<file path="config.mk">
export PLATFORM = sky130hd
export DESIGN_NAME = ps2_scan_decode_module
export DESIGN_NICKNAME = d
export VERILOG_FILES = /design/src/rtl/ps2_scan_decode_module.sv
export SDC_FILE = /design/constraint.sdc
export NUM_CORES = 1
export LEC_CHECK = 0
export BUFFER_PORTS_ARGS = -buffer_cell sky130_fd_sc_hd__buf_2
export CAP_MARGIN = 20
export CORE_MARGIN = 3
export CORE_UTILIZATION = 65
export DETAILED_ROUTE_END_ITERATION = 16
export PLACE_DENSITY = 0.84
export SLEW_MARGIN = 40
export SYNTH_ARGS = -nofsm -noshare
export SYNTH_HDL_FRONTEND = slang
export SYNTH_SLANG_ARGS = --single-unit
export TNS_END_PERCENT = 50
</file>
<file path="constraint.sdc">
create_clock -name CLOCK -period 4.11 [get_ports CLOCK]
set_input_delay 0.411 -clock CLOCK [delete_from_list [all_inputs] [get_ports CLOCK]]
set_output_delay 0.411 -clock CLOCK [all_outputs]
set_load 0.03 [all_outputs]
</file>
<file path="src/rtl/ps2_scan_decode_module.sv">
// ps2_scan_decode_module: PS/2 frame receiver with E0/F0 prefix folding and an event FIFO.
module ps2_scan_decode_module #(
  parameter int TIMEOUT_CYC = 50000,
  parameter int FIFO_AW = 2,
  parameter bit PARITY_CHECK = 1
) (
  input  logic       CLOCK,
  input  logic       RST_n,
  input  logic       isH2L,
  input  logic       PS2_DAT,
  input  logic       iRead,
  output logic       oValid,
  output logic [7:0] oData,
  output logic       oBreak,
  output logic       oExt,
  output logic       oTrig,
  output logic       oErr,
  output logic       oDrop
);
  localparam int TW = $clog2(TIMEOUT_CYC) + 1;
  localparam int DEPTH = 1 << FIFO_AW;
  typedef enum logic [1:0] {IDLE, DATA, PARITY, STOP} state_t;
  state_t state_q, state_d;
  logic [2:0] bit_q, bit_d;
  logic [7:0] sh_q, sh_d;
  logic par_q, par_d;
  logic [TW-1:0] tcnt_q, tcnt_d;
  logic done_q, done_d, ok_q, ok_d;
  logic ext_q, ext_d, brk_q, brk_d;
  logic trig_q, trig_d, err_q, err_d, drop_q, drop_d;
  logic [FIFO_AW-1:0] wp_q, wp_d, rp_q, rp_d;
  logic [FIFO_AW:0] cnt_q, cnt_d;
  logic [9:0] last_q, last_d;
  logic [9:0] mem_q [DEPTH];
  logic tmo, pop, push_req, push, full, bad;
  always_comb begin
    tmo = (state_q != IDLE) && (tcnt_q == TW'(TIMEOUT_CYC - 1));
    state_d = state_q;
    bit_d = bit_q;
    sh_d = sh_q;
    par_d = par_q;
    done_d = 1'b0;
    ok_d = 1'b0;
    tcnt_d = (isH2L || tmo || state_q == IDLE) ? '0 : tcnt_q + 1'b1;
    if (tmo) state_d = IDLE;
    else if (isH2L) begin
      case (state_q)
        IDLE: begin
          state_d = PS2_DAT ? IDLE : DATA;
          bit_d = '0;
        end
        DATA: begin
          sh_d = {PS2_DAT, sh_q[7:1]};
          bit_d = bit_q + 1'b1;
          state_d = (bit_q == 3'd7) ? PARITY : DATA;
        end
        PARITY: begin
          par_d = PS2_DAT;
          state_d = STOP;
        end
        default: begin
          state_d = IDLE;
          done_d = 1'b1;
          ok_d = PS2_DAT && (!PARITY_CHECK || (^sh_q ^ par_q));
        end
      endcase
    end
  end
  // sh_q stays stable for the cycle after STOP, so the decoder reads it directly
  always_comb begin
    oValid = cnt_q != '0;
    full = cnt_q == (FIFO_AW + 1)'(DEPTH);
    pop = iRead && oValid;
    bad = tmo || (done_q && !ok_q);
    push_req = done_q && ok_q && sh_q != 8'hE0 && sh_q != 8'hF0;
    push = push_req && (!full || pop);
    ext_d = bad ? 1'b0 : done_q ? (sh_q == 8'hE0) || (ext_q && !push_req) : ext_q;
    brk_d = bad ? 1'b0 : done_q ? (sh_q == 8'hF0) || (brk_q && !push_req) : brk_q;
    trig_d = push;
    drop_d = push_req && !push;
    err_d = bad;
    wp_d = push ? wp_q + 1'b1 : wp_q;
    rp_d = pop ? rp_q + 1'b1 : rp_q;
    cnt_d = cnt_q + {{FIFO_AW{1'b0}}, push} - {{FIFO_AW{1'b0}}, pop};
    last_d = pop ? mem_q[rp_q] : last_q;
    {oExt, oBreak, oData} = oValid ? mem_q[rp_q] : last_q;
  end
  always_ff @(posedge CLOCK or negedge RST_n) begin
    if (!RST_n) begin
      state_q <= IDLE;
      bit_q <= '0;
      sh_q <= '0;
      par_q <= 1'b0;
      tcnt_q <= '0;
      done_q <= 1'b0;
      ok_q <= 1'b0;
      ext_q <= 1'b0;
      brk_q <= 1'b0;
      trig_q <= 1'b0;
      err_q <= 1'b0;
      drop_q <= 1'b0;
      wp_q <= '0;
      rp_q <= '0;
      cnt_q <= '0;
      last_q <= '0;
    end else begin
      state_q <= state_d;
      bit_q <= bit_d;
      sh_q <= sh_d;
      par_q <= par_d;
      tcnt_q <= tcnt_d;
      done_q <= done_d;
      ok_q <= ok_d;
      ext_q <= ext_d;
      brk_q <= brk_d;
      trig_q <= trig_d;
      err_q <= err_d;
      drop_q <= drop_d;
      wp_q <= wp_d;
      rp_q <= rp_d;
      cnt_q <= cnt_d;
      last_q <= last_d;
    end
  end
  always_ff @(posedge CLOCK) begin
    if (push) mem_q[wp_q] <= {ext_q, brk_q, sh_q};
  end
  assign oTrig = trig_q;
  assign oErr = err_q;
  assign oDrop = drop_q;
endmodule

</file>
# Yosys cells after proc, flatten, opt, wreduce, memory -nomap -nowiden
# Memories as Yosys holds them, arrays and structs flattened.
# Cells that the tools add are included.
[word_totals]
inputBits = 5
output_inout_bits = 14
reg_bits = 55
memories = 1
ram_bits = 40
rom_bits = 0
word_cells = 86
latch_bits = 0
[memory_table]
columns = ["memory", "words", "word_bits", "rd", "rd_clocked_by_memory_dff", "write_ports", "line", "source"]
rows = [
  ["mem_q", 4, 10, 1, 0, 1, "34", "logic [9:0] mem_q [DEPTH];"],
]
[op_classes]
n_eq_ne = 9
bitwise_logic = 2
n_shift = 0
magnitude_cmp = 0
reduce_logical = 32
div = 0
n_mux = 20
add_sub_neg = 6
mul = 0
[op_table]
columns = ["op", "count"]
rows = [
  ["adder 17 x 1 -> 17 bit (second input constant)", 1],
  ["== test 17 x 16 -> 1 bit (second input constant)", 1],
  ["two-way mux 17 bit", 1],
  ["== test 8 bit (second input constant)", 2],
  ["inequality test 8 bit (second input constant)", 2],
  ["two-way mux 1 bit", 13],
  ["logical AND 1 bit", 11],
  ["two-way mux 10 bit", 1],
  ["AND reduction 3 bit", 3],
  ["nonzero test 2 bit", 4],
  ["XOR reduction 8 bit", 1],
  ["== test 3 bit (second input constant)", 2],
  ["logical OR 1 bit", 6],
  ["two-way mux 2 bit", 3],
  ["one-hot mux 2 bit (3 select lines)", 1],
  ["one-hot mux 3 bit (2 select lines)", 1],
  ["adder 2 x 1 -> 2 bit (second input constant)", 2],
  ["logical NOT 1 bit", 4],
  ["adder 3 x 1 -> 3 bit", 1],
  ["adder 3 x 1 -> 3 bit (second input constant)", 1],
  ["nonzero test 3 bit", 1],
  ["OR reduction 3 bit", 1],
  ["subtractor 3 x 1 -> 3 bit", 1],
  ["== test 2 x 1 -> 1 bit (second input constant)", 1],
  ["4 further kinds", 4],
]

# Logic depth before layout (Yosys ltp)
[depth]
word_depth = 8
mapped_depth = 13
depth_no_buf = 12

# Least setup slack after synthesis
# Ideal clock, no wire load.
[synth_timing]
path_type = "reg2reg"
start = "reg sh_q[4]"
end = "reg cnt_q[2]"
setup_time_ns = 0.080
required_time_ns = 4.030
slack_ns = 1.558
n_path_buf = 1
t_arrival_ns = 2.473
path_stages_with_launch = 14
period_less_slack_ns = 2.552
cell_sequence = "dfrtp_1 > inv_1 > ha_1 > o2111ai_1 > nand3_1 > nor2b_1 > clkbuf_1 > inv_1 > ha_1 > inv_1 > ha_1 > fa_1 > xnor2_1 > xnor2_1"
[synth_via]
elab_chain_len = 6
word_cells_on_any_way = 7
classes_between = "add/sub (2); eq/ne (2); reduce/logical (3)"
[synth_lines]
columns = ["item", "line", "source"]
rows = [
  ["start, declared", "25", "logic [7:0] sh_q, sh_d;"],
  ["start signal, assigned", "92", "sh_q <= '0;"],
  ["start signal, assigned", "109", "sh_q <= sh_d;"],
  ["inequality test 8 bit", "75", "push_req = done_q && ok_q && sh_q != 8'hE0 && sh_q != 8'hF0;"],
  ["logical AND 1 bit", "75", ""],
  ["logical AND 1 bit (*)", "75", ""],
  ["logical AND 1 bit (*)", "76", "push = push_req && (!full || pop);"],
  ["named net push", "35", "logic tmo, pop, push_req, push, full, bad;"],
  ["adder 3 x 1 -> 3 bit (*)", "84", "cnt_d = cnt_q + {{FIFO_AW{1'b0}}, push} - {{FIFO_AW{1'b0}}, pop};"],
  ["subtractor 3 x 1 -> 3 bit (*)", "84", ""],
  ["named net cnt_d[2]", "32", "logic [FIFO_AW:0] cnt_q, cnt_d;"],
  ["end signal, assigned", "121", "cnt_q <= cnt_d;"],
  ["end, declared", "32", ""],
]
# The timed path passes the listed nets; every way through them passes the cells marked *.
# A chain may end at the register's enable or synchronous reset.

# Worst setup path after layout
[layout_timing]
start = "reg sh_q[4]"
end = "reg cnt_q[2]"
[layout_via]
elab_chain_len = 6
word_cells_on_any_way = 7
classes_between = "add/sub (2); eq/ne (2); reduce/logical (3)"
[layout_lines]
columns = ["item", "line"]
rows = [
  ["inequality test 8 bit", "75"],
  ["logical AND 1 bit", "75"],
  ["logical AND 1 bit (*)", "75"],
  ["logical AND 1 bit (*)", "76"],
  ["adder 3 x 1 -> 3 bit (*)", "84"],
  ["subtractor 3 x 1 -> 3 bit (*)", "84"],
  ["named net cnt_d[2]", "32"],
]
# Marked as above.

==> qor.csv <==
stage,metric,value,unit
critical_path,crit_type,reg -> reg,
drt,ant_nets,0,
clock_network,post_cts_buffers,0,
clock_network,cts_tree,done,
run_status,status,completed,
sta,finClkSkew,0.00882,ns
clock_network,clk_pin_slew,0.09,ns
synth,synth-edff-count,40,
drt,drtPass1Iterations,4,
worst_hold_path,hp-class,in -> async,
synth,ys_types,37,
grt,grt_usage,20.7,%
power_and_ir_drop,switching_share,32.6,%
sta,drv_slew,0,
floorplan,core-area,6130,µm²
critical_path,path_cells,inv_1 -> ha_1 -> o2111ai_1 -> nand3_1 -> nor2b_1 -> inv_1 -> ha_1 -> inv_1 -> ha_1 -> fa_1 -> xnor2_1 -> xnor2_1,
drt,vias,2384,
placed_design,gp_congestion,0.764,
synth,ys_warn_count,0,
sta,worstMarginPinSlew,0.701,ns
critical_path,critPathLaunchType,register,
clock_network,clkLatencyLatePin,0.35,ns
critical_path,worstSetupEndpointType,register,
critical_path,crit_required,4.38,ns
floorplan,initial_utilization,69.1,%
grt,grt_pass1_wl,11800,µm
synth,yosys.area.top_type,dfrtp_1,
clock_network,clock-sinks,95,
power_and_ir_drop,p_clk_share,21.6,%
synth,yosys-top-cells-count,"dfrtp_1 (55), edfxtp_1 (40), nor2_1 (28), mux2_2 (26), xnor2_1 (20)",
power_and_ir_drop,leakage,1.83,nW
synth,syn-mean-instance-area,13.8,µm²
clock_network,cts_inserted_buffers,9,
clock_network,ctsRootBufferMaster,clkbuf_8,
sta,rsz0062_at_grt,false,
power_and_ir_drop,p_int,0.00202,W
synth,syn_inst,308,
grt,grt-ovfl-total,0,
finish,syn_to_final_growth,8.15,%
synth,netlist_area,4240,µm²
finish,n_antenna_cell,0,
drt,drt_iter0_markers,151,
synth,synth_top_area_share,32.5,%
drt,viasPerCell,5.89,
power_and_ir_drop,powerDensity,655,nW/µm²
finish,n_fill_cell,369,
power_and_ir_drop,vdd_drop_max,575,µV
grt,grt_pass1_vias,2469,
sta,fin_crit_sh,72.5,%
power_and_ir_drop,share_comb_of_total_power,32.6,%
clock_network,htree_num_levels,3,
sta,fmax,336,MHz
drt,highest_layer,met4,
drt,wire_per_inst,16.7,µm
placed_design,dp_cells,389,
sta,setup_viol,0,
drt,drt-met1-wl,3000,µm
synth,synth_area_leaders,"dfrtp_1 (32%), edfxtp_1 (28%), mux2_2 (6.9%)",
drt,drc,0,
power_and_ir_drop,p_total,0.00300,W
finish,drive_above_1_share,22.4,%
power_and_ir_drop,switchingPower,0.000978,W
sta,slew_headroom,53.3,%
grt,antenna_found_initial,0,
clock_network,post_cts_resized,0,
power_and_ir_drop,power.share.sequential,45.9,%
finish,post-route-util,74.8,%
floorplan,rows,28,
placed_design,io_buffers,18,
drt,wl_met3,217,µm
placed_design,dpl.hpwl,4650,µm
critical_path,cp_slowest_cell,dfrtp_1,
drt,totalWireLength,6750,µm
drt,wl_met2,3430,µm
job,maxCapViolations,0,
floorplan,io_pins,19,
synth,yosys_most_used_dff,dfrtp_1,
critical_path,slowest_delay,0.45,ns
finish,instances_no_fill,405,
clock_network,clock_path_buffers,2,
sta,tns,0,ns
synth,yosysMostFrequentCell,dfrtp_1,
sta,min_period,2.98,ns
critical_path,worstPathMaxFanout,8,
floorplan,die_h,86.7,µm
synth,ys_ff_latch,95,
floorplan,die-area,7520,µm²
clock_network,cts_hold_buf,0,
grt,grt_max_degree,30,
floorplan,chipWidth,86.7,µm
sta,hold_viol_final,0,
critical_path,arrival,3.25,ns
finish,nets,345,
synth,ys_seq_area_share,60.8,%
sta,hold_slack,0.0681,ns
synth,synth_fp_nets,328,
synth,async_flop_share,57.9,%
[sequential cells by signal, indices dropped and copies added, names as in the netlist]
register and cells:
bit_q 3, par_q 1, last_q 10, wp_q 2, oErr 1, oDrop 1, state_q 2, brk_q 1
cnt_q 3, mem_q 40, rp_q 2, tcnt_q 17, oTrig 1, done_q 1, sh_q 8, ext_q 1
ok_q 1
[metal layers]
| layer | track usage [%] | vias to the layer above |
|---|---|---|
| met5 | 0 | - |
| met4 | 9.63 | 0 |
| met3 | 4.28 | 8 |
| met2 | 32.4 | 52 |
| met1 | 28.1 | 1183 |
| li1 | - | 1141 |
[placed cells by master, fill, tap and decap left out, drive strengths merged, types with 3 or more instances in the layout]
cell    Yosys  final
dfrtp      55     55
edfxtp     40     40
nor2       28     28
mux2       26     26
xnor2      20     20
inv        18     19
buf         5     19
nand2      14     14
ha         14     14
clkbuf      8     11
mux4       10     10
nor4       10     10
nand3       8      8
nand4       7      7
a21oi       6      6
mux2i       6      6
and2        5      5
nor3        5      5
or4         3      3
[metrics by stage]
step,worst slack [ns],instance area [µm²]
2_1_floorplan,1.56,4240
3_3_place_gp,1.34,4370
3_5_place_dp,1.21,4370
4_1_cts,1.15,4580
5_1_grt,0.824,4580
6_report,1.13,4580
[power by group through the flow]
stage / logic [W] / clock network (W) / registers, W
global route: 0.00108 / 0.000703 / 0.00141
finish: 0.000977 / 0.000647 / 0.00138
global placement: 0.000955 / 0 / 0.00139
detailed placement: 0.000984 / 0 / 0.00140
CTS: 0.000990 / 0.000659 / 0.00138
floorplan: 0.000859 / 0 / 0.00130
[cells by family (layout without fill, tap and decap cells)]
kind of cell               after synthesis  after routing  share of synthesized area (%)
adders and majority gates               15             15                           4.61
DFF                                     95             95                           60.8
buffers and inverters                   31             53                           2.98
AOI/OAI and AO/OA                       13             13                           2.30
muxes                                   42             42                           13.6
and+or+nand+nor                         89             89                           10.6
xor gates and xnor gates                23             23                           5.08
[path summary, 6_finish.rpt]
kind / start / endpoint / slack, ns / cells after the start
max: sh_q[4] / cnt_q[2] / 1.13 / 12
min: RST_n / last_q[3] / 0.07 / 1
max reg2reg: sh_q[4] / cnt_q[2] / 1.13 / 12
min reg2reg: tcnt_q[0] / tcnt_q[0] / 0.50 / 1
max in group asynchronous: RST_n / tcnt_q[8] / 3.22 / 2
min in group CLOCK: PS2_DAT / ok_q / 0.31 / 3
[critical path: cells and delay by family, from the launching register on]
family / cells / cell delay, ns
AO/OA/AOI/OAI: 1 / 0.21
XOR/XNOR: 2 / 0.34
adder cells (fa/ha/maj): 4 / 1.08
buffers and inverters: 3 / 0.23
flip-flops: 1 / 0.45
AND/OR/NAND/NOR: 2 / 0.60
[area by class of cell]
class | count | area, µm² | area share [%]
sequential | 95 | 2580 | 56.2
multi-input combinational | 182 | 1530 | 33.5
clock buffer | 11 | 131 | 2.87
timing repair buffer | 19 | 97.6 | 2.13
tap | 75 | 93.8 | 2.05
clock inverter | 5 | 81.3 | 1.77
inverter | 18 | 67.6 | 1.47
Power figures use the tool's default switching activity.
